[config.mk]
export PLATFORM = sky130hd
export DESIGN_NAME = uc_recovery_sequencer
export DESIGN_NICKNAME = d
export VERILOG_FILES = /design/src/rtl/uc_recovery_sequencer.sv
export SDC_FILE = /design/constraint.sdc
export NUM_CORES = 1
export LEC_CHECK = 0
export CORE_ASPECT_RATIO = 2
export CORE_UTILIZATION = 45
export DETAILED_ROUTE_END_ITERATION = 16
export PLACE_DENSITY_LB_ADDON = 0.1
export SLEW_MARGIN = 5
export SYNTH_ARGS = -nofsm -noshare
export SYNTH_HDL_FRONTEND = slang
export SYNTH_SLANG_ARGS = --single-unit
[constraint.sdc]
create_clock -name clk -period 2.85 [get_ports clk]
set_input_delay 0.57 -clock clk [delete_from_list [all_inputs] [get_ports clk]]
set_output_delay 0.57 -clock clk [all_outputs]
set_load 0.03 [all_outputs]
[src/rtl/uc_recovery_sequencer.sv]
// Recovery sequencer for the dual-uC monitor: arbitrates the active uC and runs
// timed reset pulses plus boot windows for faulted uCs through one shared timer.
module uc_recovery_sequencer #(
  parameter int unsigned RST_PULSE_CYCLES = 4096,
  parameter int unsigned BOOT_WAIT_CYCLES = 500000,
  parameter int unsigned MAX_RETRIES      = 3,
  parameter int unsigned CNT_W            = 24
) (
  input  logic clk,
  input  logic reset,
  input  logic err_uc1,
  input  logic err_uc2,
  input  logic clr_lockout,
  output logic reset_uc1,
  output logic reset_uc2,
  output logic selected_uc,
  output logic none_ok,
  output logic lockout_uc1,
  output logic lockout_uc2,
  output logic busy
);

  localparam int unsigned RETRY_W = 3;
  localparam logic [CNT_W-1:0]   PULSE_LOAD = CNT_W'(RST_PULSE_CYCLES - 1);
  localparam logic [CNT_W-1:0]   BOOT_LOAD  = CNT_W'(BOOT_WAIT_CYCLES - 1);
  localparam logic [RETRY_W-1:0] RETRY_MAX  = RETRY_W'(MAX_RETRIES);

  typedef enum logic [1:0] {IDLE, RST_PULSE, BOOT_WAIT} seqState_t;

  seqState_t state, stateNext;
  logic [CNT_W-1:0] timer, timerNext;
  logic target, targetNext;              // 0 = uC1, 1 = uC2
  logic [1:0] pend, pendNext;            // bit 0 = uC1, bit 1 = uC2
  logic [1:0] lockout, lockoutNext;
  logic [1:0][RETRY_W-1:0] retry, retryNext;
  logic selNext, noneOkNext, busyNext;
  logic [1:0] resetNext;
  logic [1:0] err, onTarget, healthy;

  // Next-state, status and output decode
  always_comb begin
    err         = {err_uc2, err_uc1};
    onTarget    = {(state != IDLE) & target, (state != IDLE) & ~target};
    healthy     = ~err & ~pend & ~lockout & ~onTarget;
    stateNext   = state;
    timerNext   = timer;
    targetNext  = target;
    pendNext    = pend | (err & ~lockout & ~onTarget);
    retryNext   = retry;
    lockoutNext = lockout;

    case (state)
      IDLE: begin
        if (pend[0] || pend[1]) begin
          if (pend[0]) begin
            targetNext  = 1'b0;
            pendNext[0] = 1'b0;
          end else begin
            targetNext  = 1'b1;
            pendNext[1] = 1'b0;
          end
          timerNext = PULSE_LOAD;
          stateNext = RST_PULSE;
        end
      end
      RST_PULSE: begin
        if (timer == '0) begin
          timerNext = BOOT_LOAD;
          stateNext = BOOT_WAIT;
        end else begin
          timerNext = timer - CNT_W'(1);
        end
      end
      BOOT_WAIT: begin
        if (timer == '0) begin
          stateNext = IDLE;
          if (!err[target]) begin
            retryNext[target] = '0;
          end else begin
            retryNext[target] = retry[target] + RETRY_W'(1);
            // A failed boot that has not exhausted its retries re-queues itself
            if (retryNext[target] == RETRY_MAX) lockoutNext[target] = 1'b1;
            else pendNext[target] = 1'b1;
          end
        end else begin
          timerNext = timer - CNT_W'(1);
        end
      end
      default: stateNext = IDLE;
    endcase

    if (clr_lockout) begin
      lockoutNext = '0;
      retryNext   = '0;
    end

    // Sticky selection: only move away from an unhealthy uC to a healthy one
    selNext = selected_uc;
    if (!healthy[selected_uc] && healthy[~selected_uc]) selNext = ~selected_uc;
    noneOkNext = ~healthy[selNext];

    busyNext  = (stateNext != IDLE);
    resetNext = lockoutNext |
                {(stateNext == RST_PULSE) & targetNext, (stateNext == RST_PULSE) & ~targetNext};
  end

  // State and output registers
  always_ff @(posedge clk) begin
    if (!reset) begin
      state       <= IDLE;
      timer       <= '0;
      target      <= 1'b0;
      pend        <= '0;
      retry       <= '0;
      lockout     <= '0;
      selected_uc <= 1'b0;
      none_ok     <= 1'b0;
      busy        <= 1'b0;
      reset_uc1   <= 1'b0;
      reset_uc2   <= 1'b0;
      lockout_uc1 <= 1'b0;
      lockout_uc2 <= 1'b0;
    end else begin
      state       <= stateNext;
      timer       <= timerNext;
      target      <= targetNext;
      pend        <= pendNext;
      retry       <= retryNext;
      lockout     <= lockoutNext;
      selected_uc <= selNext;
      none_ok     <= noneOkNext;
      busy        <= busyNext;
      reset_uc1   <= resetNext[0];
      reset_uc2   <= resetNext[1];
      lockout_uc1 <= lockoutNext[0];
      lockout_uc2 <= lockoutNext[1];
    end
  end

endmodule

; ---- After elaboration in Yosys (flattened, before gate mapping)
; Index checks and enable logic that the tools add are counted.
[word_totals]
in_bits = 5
out_inout_bits = 7
mem_count = 0
ramBits = 0
word_cells = 105
romBits = 0
latch_bits = 0
regBits = 44
[classes]
reduce_logical = 12
n_eq_ne = 6
div = 0
shift = 0
n_addsub = 2
n_lt_le_gt_ge = 5
n_mux = 42
n_bitwise = 24
multipliers = 0
[ops]
columns = cell, count
row1 = $mux 24, 3
row2 = $pmux 24 s3, 1
row3 = $logic_not 24->1, 1
row4 = $mux 2, 12
row5 = $sub 24x1->24 const B, 1
row6 = $mux 1, 15
row7 = $mux 3, 5
row8 = $and 2x2->2, 5
row9 = $lt 1x2->1 const B, 4
row10 = $not 2->2, 4
row11 = $or 2x2->2, 4
row12 = $and 6x6->6, 1
row13 = $bwmux 6, 1
row14 = $mux 6, 1
row15 = $not 6->6, 1
row16 = $pmux 2 s3, 1
row17 = $not 1->1, 5
row18 = $and 1x1->1, 4
row19 = $eq 2x1->1 const B, 2
row20 = $ne 2x2->1 const B, 2
row21 = $pmux 2 s2, 1
row22 = $reduce_bool 2->1, 2
row23 = $add 3x1->3 const B, 1
row24 = $demux 3 s1, 1
row25 = other kinds (12), 13

; ---- Logic depth before layout (Yosys ltp)
[depth]
word_depth = 14
depth_mapped = 9
mapped_depth_nobuf = 7

; ---- Worst setup path after synthesis
; Ideal clock, no wire load.
[synth_timing]
path_kind = register to register
start = reg target
end = reg reset_uc2
stages_incl_launch_ff = 8
synth_period_minus_slack_ns = 2.041
t_arrival_ns = 1.949
path_buffers = 1
path_slack_ns = 0.809
setup_ns = 0.092
t_required_ns = 2.758
cell_sequence = dfxtp_1 > clkbuf_1 > mux2_2 > ha_1 > inv_1 > nor3_1 > a41oi_1 > o32ai_1
[synth_via]
elab_chain_cells = 14
word_cells_on_any_way = 26
classes_between = 1 x add/sub / 2 x order compare / 1 x eq/ne / 18 x mux / 3 x bitwise / 1 x reduce/logical
[synth_rtl]
columns = item, line
row1 = "start, declared", 32  ; logic target, targetNext;
row2 = "start signal, assigned", 126  ; target <= targetNext;
row3 = branches (longest 13 deep; another with $add 3x1->3), n/a
row4 = $or 2x2->2 (*), 103  ; resetNext = lockoutNext |
row5 = "end signal, assigned", 134  ; reset_uc2 <= resetNext[1];
row6 = "end, declared", 15  ; output logic reset_uc2,
; Every way passes the cells marked *. The select of a mux whose other input is x is not followed.
; A chain may end at the register's enable or synchronous reset.

; ---- Worst setup path after layout
[layout_timing]
start = reg timer[0]
end = reg timer[10]
[layout_via]
elab_chain_cells = 3
word_cells_on_any_way = 7
classes_between = 1 x add/sub / 1 x eq/ne / 3 x mux / 2 x reduce/logical
[layout_rtl]
columns = item, line
row1 = "start, declared", 31  ; logic [CNT_W-1:0] timer, timerNext;
row2 = "start signal, assigned", 125  ; timer <= timerNext;
row3 = $sub 24x1->24 or $logic_not 24->1 (tied branches), n/a
row4 = $mux 24 (tied with other cells), 75  ; if (timer == '0) begin
row5 = $pmux 24 s3 or $reduce_and 3->1 (tied branches), n/a
; Several ways; a longest one is shown, not always the timed one. The select of a mux whose other input is x is not followed.

==> impl_results.md <==
* Cell area after layout at around 2800 µm²
* Unique cell type count in the Yosys netlist at between 60 and 70
* Synth warnings at 0
* Post-synthesis register bit count at 42
* Largest net degree at the start of global routing at 19
* Setup Fix Bufs, Post-CTS at 0
* Worst min-delay path class: flop to flop
* Die width at about 55 µm
* Power density over cell area at slightly below 700 nW/µm²
* Port-buffer cells at 11
* Final setup fails at 0
* Relative slew slack at between 60% and 70%
* Number of nets in the synthesized netlist at 321
* Post-DP HPWL at 5310 µm
* Share of final-layout standard cells stronger than drive strength 1 at 12.0%
* Initial Utilization at 46.6%
* Number of standard cells in the final layout excluding fillers at 385
* Worst-case clock buffer depth at 2
* Die H at between 100 and 150 µm
* Clock input transition at the sequential cells of the worst setup and hold paths at 0.09 ns
* Count of unresolved DRC violations after routing at 0
* Maximum clock skew at final layout at 0.00483 ns
* Final hold violation count at 0
* Worst hold path cell count at 2
* Post-route antenna net violation count at 0
* DR vias at 2,367
* Sinks on Clock Net at 42
* Via-to-Cell Ratio at 6.15
* Gates resized, CTS repair at 0
* Critical Path Source: timer[0]
* Placed cell areas at 2710 µm²
* Highest Clock Rate at approximately 430 MHz
* Count of pins over their slew limit at 0
* Cell chosen for the clock root: clkbuf_8
* Library cell occupying the most area in the post-synthesis netlist: dfxtp_1
* Total CTS buffers at 5
* Drt total wl at 6830 µm
* Final-layout setup total negative slack at 0 ns
* Placed cells at between 300 and 400
* Number of hold-repair buffers added at the cts stage at 0
* Initial antenna violation count at 0
* Number of design-rule violations left by the first detailed-router iteration at between 90 and 100
* Unrepaired setup endpoints after global routing: false
* Clk Latency, worst-skew pair at 0.31 ns
* Reported leakage power at 1.03 nW
* Slack of the worst reg-to-reg path at 0.52 ns
* Fin crit share at around four fifths
* Share of the synthesized area in the top cell type at 33.3%
* Required time at the endpoint of the critical path at 3.05 ns
* Peak supply drop at around 450 µV
* Count of standard-cell rows at 38
* Number of antenna repair diodes at 0
* Vias in the first global route at 2,319
* Worst r2r src: timer[0]
* Total number of H-tree levels at 2
* Overall routing resource usage at 26.1%
* Number of I/O pins at 12
* Critical path capture point: timer[10]
* Placeable core region at 5420 µm²
* Post-route worst hold slack at 0.454 ns
* Crit Path Max Fanout at 6
* EDFF count, synth at 0
* Share of synthesized flip-flops with an asynchronous set or reset at 0%
* Syn Area/Cell at 8.18 µm²
* Total die area at approximately 5900 µm²
* 1st-pass router iterations at 4
* Post-layout minimum cycle time at between 2 and 2.5 ns
* Slew @ Worst Pin at 0.593 ns
* Outcome: completed
* Net count of the finished layout at approximately 340
* Maximum Capacitance Violations at 0
* Arr. time, crit path at between 2 and 3 ns
* Number of fill cells in the layout at 577
* Main area contributors after synthesis: dfxtp_1 (33%), nand2_1 (4.0%), nor3_1 (3.6%)
* Endpoint of the most critical register-to-register path: timer[10]
* Cell count after synthesis at roughly 310
* R2R cell count at 8
* Weighted congestion reported at the end of routability-driven placement at 0.875
* Post-synthesis instance area at 2530 µm²
* Worst setup EP type: flop
* First-pass GRT wire length at 11,100 µm
* Overall overflow remaining after global route at 0
* Area delta synth->final at 10.7%
* Critical Path Source Type: flop
* Proportion of synthesized chip area in sequential cells at 33.3%
* Dominant register cell in the synthesized netlist: dfxtp_1
* Clock tree from TritonCTS: yes
* Crit Path Category: flop to flop
* Mean routed wirelength per cell at 17.7 µm
[placed cells by master, fill, tap and decap left out, types with 4 or more instances in the layout]
master and instances:
a21o_1 5, buf_4 10, o2bb2ai_1 6, nand4_1 7
clkbuf_8 5, a21oi_1 17, nand3b_1 4, nand3_1 14
nor3_1 18, o22ai_1 6, or3_1 5, and2_1 6
nor2_1 20, clkdlybuf4s50_1 11, nand2_1 27, dfxtp_1 42
a31oi_1 6, nor4_1 8, inv_1 13, o21ai_0 15
ha_1 7, o21a_1 7
[registers in the layout, summed over array words and instances, names as in the netlist, 2 cells and up]
register  cells
timer        24
retry         6
state         2
pend          2
[logic make-up after synthesis]
| group | after synthesis | synth area share [%] |
|---|---|---|
| flops | 42 | 33.3 |
| mux | 5 | 2.08 |
| fa+ha+maj | 8 | 3.86 |
| simple gates | 138 | 31.3 |
| compound gates | 89 | 24.1 |
| buf+inv | 26 | 5.10 |
| xor+xnor | 1 | 0.347 |
[cells in the mapped netlist (4+ instances only)]
cell type and count:
nand3b_1 4, a21oi_1 17, o22ai_1 6, or3_1 5, inv_1 13, ha_1 7, nor3_1 18, nand2_1 27
o21a_1 7, o21ai_0 15, a31oi_1 6, and2_1 6, nor2_1 20, nor4_1 8, dfxtp_1 42, o2bb2ai_1 6
a21o_1 5, nand4_1 7, nand3_1 14
[critical path, cell delays in order (launching register included)]
cell	delay (ns)
dfxtp_1	0.37
inv_1	0.09
ha_1	0.15
nor4b_1	0.38
nand4_1	0.31
nor3_4	0.33
nor3_1	0.08
buf_4	0.16
or3_1	0.35
[power breakdown]
part | switching [W] | internal [W]
combinational | 0.000443 | 0.000282
sequential | 0.000111 | 0.000662
clock | 0.000229 | 0.000172
total | 0.000783 | 0.00112
[through the flow]
stage / utilization (%) / power, W / setup slack [ns]
CTS: 51.6 / 0.00191 / 0.523
finish: 51.6 / 0.00190 / 0.517
floorplan: - / 0.00129 / 0.809
detailed placement: 50.0 / 0.00151 / 0.513
global placement: 50.0 / 0.00150 / 0.548
global route: 51.6 / 0.00202 / 0.319
[layer usage]
metal	global-route usage [%]	vias to the layer above	share of wire (%)
li1	-	1188	-
met1	25.7	1126	37
met2	49.1	37	57
met3	4.36	16	2.2
met4	11.3	0	3.4
met5	0	-	0
[final cells by class]
type | count | area, µm² | area share, %
inverters | 13 | 48.8 | 1.74
clock inverters | 3 | 21.3 | 0.760
repair buffers | 21 | 185 | 6.62
clock buffers | 5 | 68.8 | 2.46
multi-input cells | 241 | 1560 | 55.7
well taps | 60 | 75.1 | 2.68
flip-flops and latches | 42 | 841 | 30.1
[worst min path at each step]
stage / slack, ns / start / end
2_1_floorplan: 0.43 / retry[4] / retry[4]
3_3_place_gp: 0.44 / retry[4] / retry[4]
3_5_place_dp: 0.45 / retry[4] / retry[4]
4_1_cts: 0.46 / retry[4] / retry[4]
5_1_grt: 0.49 / retry[4] / retry[4]
6_report: 0.45 / retry[4] / retry[4]
No activity file was read; power rests on OpenSTA's default activity.
